**src/rtl/bcrypt_pkg.sv**
```systemverilog
// Shared bcrypt constants and the ECB sequencer state type.
package bcrypt_pkg;

  localparam int BLOCK_W             = 64;
  localparam int HALF_W              = 32;
  localparam int BCRYPT_CTEXT_BLOCKS = 3;
  localparam int BCRYPT_ECB_PASSES   = 64;

  // Initial ctext buffer: the 24-byte magic string, byte 0 in the MSBs.
  localparam logic [BLOCK_W*BCRYPT_CTEXT_BLOCKS-1:0] BCRYPT_CTEXT_INIT =
    "OrpheanBeholderScryDoubt";

  typedef enum logic [1:0] {
    IDLE,
    ISSUE,
    WAIT,
    FIN
  } state_t;

endpackage

```
**src/rtl/ecb_encrypt_ctrl.sv**
```systemverilog
// bcrypt final ECB stage: runs every buffer block through an external Blowfish
// encrypt core NUM_PASSES times, writing each result back in place.
module ecb_encrypt_ctrl
  import bcrypt_pkg::*;
#(
  parameter int NUM_BLOCKS = BCRYPT_CTEXT_BLOCKS,
  parameter int NUM_PASSES = BCRYPT_ECB_PASSES
) (
  input  logic                          clk,
  input  logic                          rst_n,
  input  logic                          start,
  input  logic                          abort,
  input  logic [BLOCK_W*NUM_BLOCKS-1:0] ctext_in,
  output logic [BLOCK_W*NUM_BLOCKS-1:0] ctext_out,
  output logic                          busy,
  output logic                          done,
  output logic                          enc_valid,
  input  logic                          enc_ready,
  output logic [HALF_W-1:0]             enc_l,
  output logic [HALF_W-1:0]             enc_r,
  input  logic                          res_valid,
  input  logic [HALF_W-1:0]             res_l,
  input  logic [HALF_W-1:0]             res_r
);

  localparam int BLK_W  = (NUM_BLOCKS > 1) ? $clog2(NUM_BLOCKS) : 1;
  localparam int PASS_W = $clog2(NUM_PASSES) + 1;

  localparam logic [BLK_W-1:0]  LAST_BLK  = BLK_W'(NUM_BLOCKS - 1);
  localparam logic [PASS_W-1:0] LAST_PASS = PASS_W'(NUM_PASSES - 1);

  state_t               state;
  logic [BLK_W-1:0]     blk;
  logic [PASS_W-1:0]    pass;
  logic [BLOCK_W-1:0]   blk_buf [NUM_BLOCKS];

  logic [BLOCK_W-1:0]   in_blk0;
  logic [BLOCK_W-1:0]   res_blk;
  logic [BLOCK_W-1:0]   nxt_data;
  logic [BLK_W-1:0]     blk_nxt;
  logic                 last_blk;
  logic                 last_job_blk;

  assign in_blk0 = ctext_in[BLOCK_W*NUM_BLOCKS-1 -: BLOCK_W];

  for (genvar b = 0; b < NUM_BLOCKS; b++) begin : g_out
    assign ctext_out[BLOCK_W*(NUM_BLOCKS-b)-1 -: BLOCK_W] = blk_buf[b];
  end

  always_comb begin
    res_blk      = {res_l, res_r};
    last_blk     = (blk == LAST_BLK);
    last_job_blk = last_blk && (pass == LAST_PASS);
    blk_nxt      = last_blk ? '0 : blk + BLK_W'(1);
    // With a single block the next request is the result just received.
    nxt_data     = (blk_nxt == blk) ? res_blk : blk_buf[blk_nxt];
  end

  always_ff @(posedge clk) begin
    if (!rst_n) begin
      state     <= IDLE;
      blk       <= '0;
      pass      <= '0;
      busy      <= 1'b0;
      done      <= 1'b0;
      enc_valid <= 1'b0;
      enc_l     <= '0;
      enc_r     <= '0;
      for (int b = 0; b < NUM_BLOCKS; b++) begin
        blk_buf[b] <= '0;
      end
    end else if (abort) begin
      // Buffer keeps whatever partial data it has; a late result is dropped in IDLE.
      state     <= IDLE;
      busy      <= 1'b0;
      done      <= 1'b0;
      enc_valid <= 1'b0;
    end else begin
      done <= 1'b0;
      case (state)
        IDLE: begin
          if (start) begin
            for (int b = 0; b < NUM_BLOCKS; b++) begin
              blk_buf[b] <= ctext_in[BLOCK_W*(NUM_BLOCKS-b)-1 -: BLOCK_W];
            end
            blk            <= '0;
            pass           <= '0;
            {enc_l, enc_r} <= in_blk0;
            enc_valid      <= 1'b1;
            busy           <= 1'b1;
            state          <= ISSUE;
          end
        end
        ISSUE: begin
          if (enc_ready) begin
            enc_valid <= 1'b0;
            state     <= WAIT;
          end
        end
        WAIT: begin
          if (res_valid) begin
            blk_buf[blk] <= res_blk;
            blk          <= blk_nxt;
            if (last_blk) begin
              pass <= pass + PASS_W'(1);
            end
            if (last_job_blk) begin
              busy  <= 1'b0;
              done  <= 1'b1;
              state <= FIN;
            end else begin
              {enc_l, enc_r} <= nxt_data;
              enc_valid      <= 1'b1;
              state          <= ISSUE;
            end
          end
        end
        FIN: begin
          state <= IDLE;
        end
        default: begin
          state <= IDLE;
        end
      endcase
    end
  end

endmodule

```
**config.mk**
```make
export PLATFORM = sky130hd
export DESIGN_NAME = ecb_encrypt_ctrl
export DESIGN_NICKNAME = d
export VERILOG_FILES = /design/src/rtl/bcrypt_pkg.sv /design/src/rtl/ecb_encrypt_ctrl.sv
export SDC_FILE = /design/constraint.sdc
export NUM_CORES = 1
export LEC_CHECK = 0
export ABC_AREA = 1
export CAP_MARGIN = 20
export CORE_AREA = 2 2 203 205
export CTS_CLUSTER_DIAMETER = 80
export DETAILED_ROUTE_END_ITERATION = 7
export DIE_AREA = 0 0 205 207
export PLACE_DENSITY = 0.63
export SYNTH_ARGS = -nofsm -noshare
export SYNTH_HDL_FRONTEND = slang
export SYNTH_SLANG_ARGS = --single-unit
```
**constraint.sdc**
```tcl
create_clock -name clk -period 3.5 [get_ports clk]
set_input_delay 0.7 -clock clk [delete_from_list [all_inputs] [get_ports clk]]
set_output_delay 0.7 -clock clk [all_outputs]
set_load 0.03 [all_outputs]
```
==> qor.txt <==
# nets final: 2303
Max-cap viol count: 0
H-Tree Depth: 1
Syn nets: 1829
Crit Path Class: reg2reg
Fin worst setup slack: 1.02 ns
Part of the Yosys area used for sequential elements: 0.556
Synth top area share: 0.438
Number of cell rows: 74
CTS Buffer Depth: 3
I/O Pins: 521
CP max stage delay: 0.82 ns
Routability cong.: 0.878
P&R area growth vs syn: 51.1%
Synth Register Bits: 270
Area of the mapped netlist: 13200 um^2
FMAX: 404 MHz
Cell taking the most area after synthesis: edfxtp_1
Number of remaining DRC errors: 0
Crit share post-route: 0.708
Sw Ratio: 0.295
Die Y: 207 um
Initial Utilization: 0.326
Crit Path Max Fanout: 64
Setup slack, reg-to-reg: 1.02 ns
Worst-skew pair later-pin latency: 0.58 ns
Hold_buf cts: 0
Hold Crit Class: in2reg
CTS buffer count: 31
Share of cells above drive strength 1: 0.0460
Worst reg-to-reg path cell count: 4
Pin count of the biggest net entering global routing: 83
Netlist cell types: 25
CP required: 3.76 ns
Internal power: 0.00625 W
Ys async rst share: 0
Final hold violations: 0
Post-DP HPWL: 38.0 mm
Arr. time, crit path: 2.74 ns
Logic pwr share: 0.215
Warnings, synthesis: 0
CTS tree: yes
Placed cell area: 18900 um^2
Fin crit period: 2.48 ns
Die width: 205 um
Main flop type after synthesis: edfxtp_1
Number of setup buffers added after CTS: 0
Setup crit start kind: register
Critical path endpoint category: register
Post-route ant nets: 0
Via density: 5.10
Cell count after synthesis: 1566
Pre-Repair DR Iteration Count: 5
TNS Setup: 0 ns
Hold Path Depth: 3
Switching power total: 0.00262 W
Total congestion overflow: 0
Tot GR Track Use: 0.255
Maximum VDD drop: 0.359 mV
Core ar.: 40400 um^2
Fillcell total: 3944
Clk slew on worst S/H paths: 0.06 ns
Vias in the first global route: 13500
Starting DRT DRC Count: 900
CTS root buf: clkbuf_16
Initial antenna violation count: 3
Pins Over Slew Limit: 0
Worst slew margin: 0.294
Port-buffer cells: 520
Synth Area per Inst: 8.41 um^2
Final instance area: 19900 um^2
Clock sinks: 270
Post-synth EDFFs: 192
Hold wc startpoint: rst_n
DIE AREA: 42400 um^2
Pre-CTS WS: 0.639 ns
Drt total wl: 56.1 mm
Worst Tran Pin Value: 1.06 ns
# setup viols final: 0
Status: finished clean
PwrDens: 446 nW/um^2
Crit path cell chain: nor3_1 -> nand2_4 -> buf_4 -> o22ai_1
First-pass GRT wire length: 81.9 mm
Top cells by area, synth: edfxtp_1 44%, dfxtp_1 12%, nand2_1 9.5%, o22ai_1 9.1%, inv_1 8.7%
Via count: 13200
Hold path endpoint: pass[4]$_SDFFE_PN0P_
R2R Path End: blk_buf[1][19]$_DFFE_PP_
CP max stage cell: dfxtp_4
Clock Power Share: 0.353
RSZ-0062 raised after global routing: no
Ant diodes: 0
Sequential Power Share: 0.432
Post_cts resized: 0
Leak Pwr: 8.47 nW
Skew final: 0.0275 ns
Avg WL per Cell: 21.6 um
Critical R2R Launch: blk[1]$_SDFFE_PN0P_
## per-layer routing
metal	routed length, um	GRT usage	vias up
li1	-	-	6138
met1	20800	0.296	6268
met2	28200	0.461	724
met3	5770	0.0647	93
met4	1320	0.0722	6
met5	46	0	-
## layout make-up
cell class | count | area (um^2) | area share
Clock inverter | 17 | 146 | 0.00736
Multi-Input combinational cell | 879 | 4230 | 0.212
Timing Repair Buffer | 546 | 5540 | 0.278
Tap cell | 532 | 666 | 0.0335
Sequential cell | 270 | 7330 | 0.369
Clock buffer | 39 | 816 | 0.0410
Inverter | 312 | 1170 | 0.0589
## metrics by stage
step / std cells / hold WS, ns / total power (W) / utilization
floorplan: 1566 / 0.441 / 0.00476 / -
global placement: 2539 / 0.453 / 0.00579 / 0.469
detailed placement: 2539 / 0.461 / 0.00580 / 0.469
CTS: 2595 / 0.388 / 0.00893 / 0.493
global route: 2595 / 0.407 / 0.00917 / 0.493
finish: 2595 / 0.420 / 0.00887 / 0.493
## flip-flops by register name, summed over array words and instances (netlist names)
register	flops
enc_l	32
busy	1
blk_buf	192
state	2
enc_r	32
enc_valid	1
done	1
pass	7
blk	2
## cells in the mapped netlist (7+ instances only)
| cell | count |
|---|---|
| nand3_1 | 114 |
| dfxtp_1 | 78 |
| nor2_1 | 106 |
| buf_1 | 10 |
| nand4_1 | 23 |
| o22ai_1 | 192 |
| clkbuf_1 | 37 |
| inv_1 | 305 |
| inv_2 | 7 |
| buf_2 | 46 |
| edfxtp_1 | 192 |
| nand2_1 | 334 |
| a21oi_1 | 93 |
## power groups by stage
| stage | clock network [W] | registers (W) | logic [W] |
|---|---|---|---|
| 2_1_floorplan | 0 | 0.00429 | 0.000476 |
| 3_3_place_gp | 0 | 0.00389 | 0.00190 |
| 3_5_place_dp | 0 | 0.00390 | 0.00190 |
| 4_1_cts | 0.00319 | 0.00383 | 0.00191 |
| 5_1_grt | 0.00330 | 0.00386 | 0.00201 |
| 6_report | 0.00314 | 0.00383 | 0.00191 |
## cell families after synthesis
| kind of cell | count (synthesis) | synth area share |
|---|---|---|
| fa+ha+maj | 1 | 0.000950 |
| buf+inv | 417 | 0.128 |
| compound gates | 290 | 0.129 |
| simple gates | 587 | 0.185 |
| xor+xnor | 1 | 0.000665 |
| flops | 270 | 0.556 |
## critical path: cells and delay by family, from the launching register on
kind,cells,cell delay (ns)
flip-flops,1,0.82
AND/OR/NAND/NOR,2,0.33
buffers and inverters,1,0.81
AO/OA/AOI/OAI,1,0.15
## how the worst max path moves through the flow
stage | end | slack [ns] | start
after global placement | blk_buf[0][55]$_DFFE_PP_ | 0.65 | abort
final | blk_buf[1][19]$_DFFE_PP_ | 1.02 | blk[1]$_SDFFE_PN0P_
after detailed placement | blk_buf[1][63]$_DFFE_PP_ | 0.64 | abort
after global routing | enc_l[3]$_SDFFE_PN0P_ | 0.80 | state[0]$_SDFFE_PP0P_
after CTS | enc_l[31]$_SDFFE_PN0P_ | 0.95 | state[1]$_SDFFE_PP0P_
after floorplan | blk_buf[2][0]$_DFFE_PP_ | 0.15 | rst_n
## placed cells by master, fill, tap and decap left out, types with 11 or more instances in the layout
cell               n
o22ai_1          192
edfxtp_1         192
a21oi_1           93
dfxtp_1           76
clkbuf_16         31
nand2_1          329
inv_1            305
nand4_1           23
clkdlybuf4s50_1  519
nand3_1          112
nor2_1           106
buf_12            11
buf_4             16
No activity file was read; power rests on OpenSTA's default activity.
